[src/rtl/tcb_femto_bridge.sv]
// tcb_femto_bridge: TCB responder driving a FemtoRV32-style memory/IO port.
// One transfer in flight; IDLE -> STRB -> WAIT -> DONE -> IDLE.
// Optional busy-wait timeout: define TCB_FEMTO_BRIDGE_TIMEOUT_EN.
// Handshake: a transfer is accepted when tcb_vld is seen in IDLE and ends
// on the single DONE cycle where tcb_rdy=1; the initiator holds tcb_vld and
// the request fields stable from acceptance through DONE.
module tcb_femto_bridge #(
   parameter int unsigned AW  = 22,
   parameter int unsigned TMO = 255
) (
   input  logic          clk,
   input  logic          rst,
   input  logic          tcb_vld,
   input  logic          tcb_wen,
   input  logic [AW-1:0] tcb_adr,
   input  logic [3:0]    tcb_ben,
   input  logic [31:0]   tcb_wdt,
   output logic [31:0]   tcb_rdt,
   output logic          tcb_rdy,
   output logic          err,
   output logic [31:0]   mem_addr,
   output logic [31:0]   mem_wdata,
   output logic [3:0]    mem_wmask,
   input  logic [31:0]   mem_rdata,
   output logic          mem_rstrb,
   input  logic          mem_rbusy,
   input  logic          mem_wbusy
);

   typedef enum logic [1:0] {
      IDLE = 2'd0,
      STRB = 2'd1,
      WAIT = 2'd2,
      DONE = 2'd3
   } state_t;

   state_t state;
   logic   req_wen;
   logic   busy;

   // Only the busy line matching the latched direction is watched.
   assign busy = req_wen ? mem_wbusy : mem_rbusy;

`ifdef TCB_FEMTO_BRIDGE_TIMEOUT_EN
   localparam logic [15:0] TMO_LIM = 16'(TMO);
   logic [15:0] cnt;
   logic        err_q;

   assign err = err_q;

   // Request FSM with busy-wait timeout; strobe, ready and error are registered.
   always_ff @(posedge clk) begin
      if (rst) begin
         state     <= IDLE;
         req_wen   <= 1'b0;
         tcb_rdy   <= 1'b0;
         err_q     <= 1'b0;
         tcb_rdt   <= '0;
         mem_addr  <= '0;
         mem_wdata <= '0;
         mem_wmask <= '0;
         mem_rstrb <= 1'b0;
         cnt       <= '0;
      end else begin
         mem_wmask <= '0;
         mem_rstrb <= 1'b0;
         tcb_rdy   <= 1'b0;
         err_q     <= 1'b0;
         case (state)
            IDLE: begin
               if (tcb_vld) begin
                  req_wen   <= tcb_wen;
                  mem_addr  <= 32'(tcb_adr);
                  mem_wdata <= tcb_wdt;
                  // Strobe/mask are raised now so they are visible exactly in STRB.
                  mem_wmask <= tcb_wen ? tcb_ben : 4'b0000;
                  mem_rstrb <= ~tcb_wen;
                  state     <= STRB;
               end
            end
            STRB: begin
               cnt   <= '0;
               state <= WAIT;
            end
            WAIT: begin
               if (!busy) begin
                  if (!req_wen) tcb_rdt <= mem_rdata;
                  tcb_rdy <= 1'b1;
                  state   <= DONE;
               end else if (cnt == TMO_LIM) begin
                  if (!req_wen) tcb_rdt <= 32'hdeadbeef;
                  tcb_rdy <= 1'b1;
                  err_q   <= 1'b1;
                  state   <= DONE;
               end else begin
                  cnt <= cnt + 16'd1;
               end
            end
            DONE: begin
               state <= IDLE;
            end
            default: state <= IDLE;
         endcase
      end
   end
`else
   assign err = 1'b0;

   // Request FSM without timeout; strobe and ready are registered.
   always_ff @(posedge clk) begin
      if (rst) begin
         state     <= IDLE;
         req_wen   <= 1'b0;
         tcb_rdy   <= 1'b0;
         tcb_rdt   <= '0;
         mem_addr  <= '0;
         mem_wdata <= '0;
         mem_wmask <= '0;
         mem_rstrb <= 1'b0;
      end else begin
         mem_wmask <= '0;
         mem_rstrb <= 1'b0;
         tcb_rdy   <= 1'b0;
         case (state)
            IDLE: begin
               if (tcb_vld) begin
                  req_wen   <= tcb_wen;
                  mem_addr  <= 32'(tcb_adr);
                  mem_wdata <= tcb_wdt;
                  // Strobe/mask are raised now so they are visible exactly in STRB.
                  mem_wmask <= tcb_wen ? tcb_ben : 4'b0000;
                  mem_rstrb <= ~tcb_wen;
                  state     <= STRB;
               end
            end
            STRB: begin
               state <= WAIT;
            end
            WAIT: begin
               if (!busy) begin
                  if (!req_wen) tcb_rdt <= mem_rdata;
                  tcb_rdy <= 1'b1;
                  state   <= DONE;
               end
            end
            DONE: begin
               state <= IDLE;
            end
            default: state <= IDLE;
         endcase
      end
   end
`endif

endmodule
[config.mk]
export PLATFORM = sky130hd
export DESIGN_NAME = tcb_femto_bridge
export DESIGN_NICKNAME = d
export VERILOG_FILES = /design/src/rtl/tcb_femto_bridge.sv
export SDC_FILE = /design/constraint.sdc
export NUM_CORES = 1
export LEC_CHECK = 0
export ABC_AREA = 1
export CAP_MARGIN = 20
export CORE_MARGIN = 3
export CORE_UTILIZATION = 35
export CTS_BUF_LIST = sky130_fd_sc_hd__clkbuf_8
export DETAILED_ROUTE_END_ITERATION = 16
export PLACE_DENSITY_LB_ADDON = 0.2
export SKIP_CTS_REPAIR_TIMING = 1
export SYNTH_ARGS = -nofsm -noshare
export SYNTH_HDL_FRONTEND = slang
export SYNTH_SLANG_ARGS = --single-unit
[constraint.sdc]
create_clock -name clk -period 1.37 [get_ports clk]
set_clock_uncertainty 0.05 [all_clocks]
set_input_delay 0.2055 -clock clk [delete_from_list [all_inputs] [get_ports clk]]
set_output_delay 0.2055 -clock clk [all_outputs]
set_load 0.02 [all_outputs]
==> key figures <==
Run status
  – Status: finished clean

STA
  – Setup-failing EPs final: 0
  – Fmax: approximately 0.75 GHz
  – Slew Limit Fails: 0
  – Setup TNS: 0 ns
  – Final hold violation count: 0
  – Min Tclk post-route: around 1.3 ns
  – Final period utilization: 97.0%
  – Slack of the critical path: roughly 0.042 ns
  – RSZ-0062 raised after global routing: yes

Placed design
  – DP Wirelength: about 7 mm
  – Placed instance area: 0.00543 mm2
  – DP Cell Count: 733
  – PortBufs: 187
  – Gpl congestion: roughly 0.7
  – Dpl ws: -0.133 ns

Hold path
  – Hold Path Sink: mem_wmask[0]
  – Hold path startpoint: tcb_ben[0]
  – Hold path cells: 3
  – Hold Path Class: in2reg

Routing
  – Initial DRC Count: 138
  – Avg WL per Cell: 14.0 um
  – Residual DRC: 0
  – DR vias/cell: 4.53
  – Drt total wl: around 11 mm
  – Router iterations before antenna repair: 4
  – DR vias: 3402
  – Antenna-violating nets left: 0

Cells and area
  – Layout Cells excl Fill: 751
  – # fillers: ~820
  – Post-route cell area: 0.00598 mm2
  – Layout net count: a little over 700
  – Ant. Diodes: 0
  – Reg area: 0.00190 mm2
  – Layout cell share with drive strength beyond 1: 9.00%
  – Area grow syn2layout: 73.8%
  – Final Util: 63.5%
  – Area of the multi-input gates: 0.00132 mm2

Synthesis
  – Number of synthesis warnings: 0
  – Yosys cell types: 22
  – Post-synthesis area per instance: 7.95 um2
  – Seq/Total Area, Yosys: 55.3%
  – Flops & latches, synth: 95
  – Mapped Cells: 433
  – Cell area after synthesis: 0.00344 mm2

Global routing
  – All-Layer GR Usage: 17.5%
  – Largest net degree at the start of global routing: 56
  – Grt ovf: 0
  – First-pass GRT wire length: 15.9 mm
  – Initial antenna violation count: 0
  – Vias in the first global route: 3301

Worst setup path
  – Crit path kind: reg2reg
  – WP data arrival: 1.56 ns
  – RR Endpoint: mem_addr[5]
  – Endpoint class of the critical path: flop
  – Startpoint types: flop
  – Worst r2r path cells: 7
  – Crit Path Max Fanout: 25
  – R2R setup slack: ~0.042 ns
  – Worst Path Required: ~1.6 ns
  – RR Startpoint: state[1]

Clock tree
  – Num CTS Buffers: 9
  – CTS tree: built
  – Insertion delay to the later sink of the worst-skew pair: approximately 0.34 ns
  – H-tree level count: 3
  – Root buf cell: clkbuf_8
  – # clock sinks: 95
  – Longest Clk Path Bufs: 2
  – Reg clk slew, reported paths: 0.09 ns

Floorplan
  – Starting Density: 36.6%
  – Die Span X: 105 um
  – Die H: 105 um
  – Core Area: 0.00942 mm2
  – Num ports: 199
  – Die area: 0.0111 mm2
  – Cell Rows: 35

Pwr
  – VDD IR-drop max: 0.761 mV
  – Leakage: 3.82 nW
  – Power Density: 1670 mW/mm2

Job
  – Max Cap Violations: 0
-- cells in the final DEF (no fill, tap or decap), drive strengths merged, types with 3 or more instances in the layout --
cell type / instances
buf: 12
dlymetal6s2s: 92
nand3: 3
conb: 11
o21ai: 86
nor2: 179
dfxtp: 95
clkdlybuf4s50: 95
inv: 16
ha: 3
clkbuf: 13
nand2: 8
-- where the power goes --
part	internal, mW	switching, mW
combinational	1.96	2.39
sequential	3.43	0.293
clock	0.942	0.965
-- registers in the layout, summed over array words and instances, names as in the netlist --
name / count
tcb_rdt: 32
req_wen: 1
mem_rstrb: 1
tcb_rdy: 1
mem_wmask: 4
mem_addr: 22
mem_wdata: 32
state: 2
-- per-layer routing --
metal / track usage (%) / vias up / wire [um]
met5: 0 / - / 0
met4: 5.81 / 0 / 145
met3: 6.49 / 12 / 944
met2: 28.6 / 144 / 4930
met1: 21.3 / 1536 / 4500
li1: - / 1710 / -
-- per-stage QoR --
| step | hold WS (ns) | total power [mW] |
|---|---|---|
| after detailed placement | 0.423 | 8.03 |
| final | 0.319 | 9.98 |
| after global routing | 0.321 | 10.6 |
| after CTS | 0.298 | 9.97 |
| after global placement | 0.412 | 7.94 |
| after floorplan | 0.228 | 6.11 |
-- Yosys cell counts, drive strengths merged --
cell | number | area [um2]
a211oi | 1 | 7.51
ha | 3 | 37.5
inv | 15 | 56.3
o31ai | 1 | 7.51
buf | 27 | 209
nor2 | 179 | 679
nor3 | 1 | 5.00
dfxtp | 95 | 1900
nand2 | 8 | 32.5
conb | 1 | 3.75
o21ai | 86 | 430
a21oi | 2 | 10.0
clkbuf | 11 | 41.3
nand3 | 3 | 20.0
-- how the worst max path moves through the flow --
stage	start	endpoint	slack [ns]	cells past startpoint
after floorplan	state[1]	mem_addr[12]	0.04	9
after global placement	tcb_vld	mem_wdata[23]	-0.1	5
after detailed placement	tcb_vld	mem_wdata[15]	-0.13	5
after CTS	mem_addr[0]	mem_addr[0]	-0.24	1
after global routing	state[1]	mem_wdata[0]	-0.07	7
final	state[1]	mem_addr[5]	0.04	7
-- area by class of cell --
type                            count  share of cell area (%)
Inverter                           15                   0.983
Multi-Input combinational cell    295                    22.1
Clock inverter                      5                   0.962
Clock buffer                       11                    2.53
Sequential cell                    95                    31.8
Tap cell                          129                    2.70
Timing Repair Buffer              201                    38.9
-- cells by family after synthesis --
| logic type | count (synthesis) | synth area share [%] |
|---|---|---|
| AND/OR/NAND/NOR | 191 | 21.4 |
| flip-flops | 95 | 55.3 |
| AO/OA/AOI/OAI | 90 | 13.2 |
| buffers and inverters | 53 | 8.91 |
| adder cells (fa/ha/maj) | 3 | 1.09 |
| other | 1 | 0.109 |
-- worst max-delay path: stages (launching register included) --
cell and delay [ns]:
dfxtp_2 0.34, inv_1 0.08, ha_2 0.22, nand2_4 0.09, inv_4 0.14, buf_12 0.18
nor2_1 0.05, nor2_1 0.10
No activity file was read; power rests on OpenSTA's default activity.
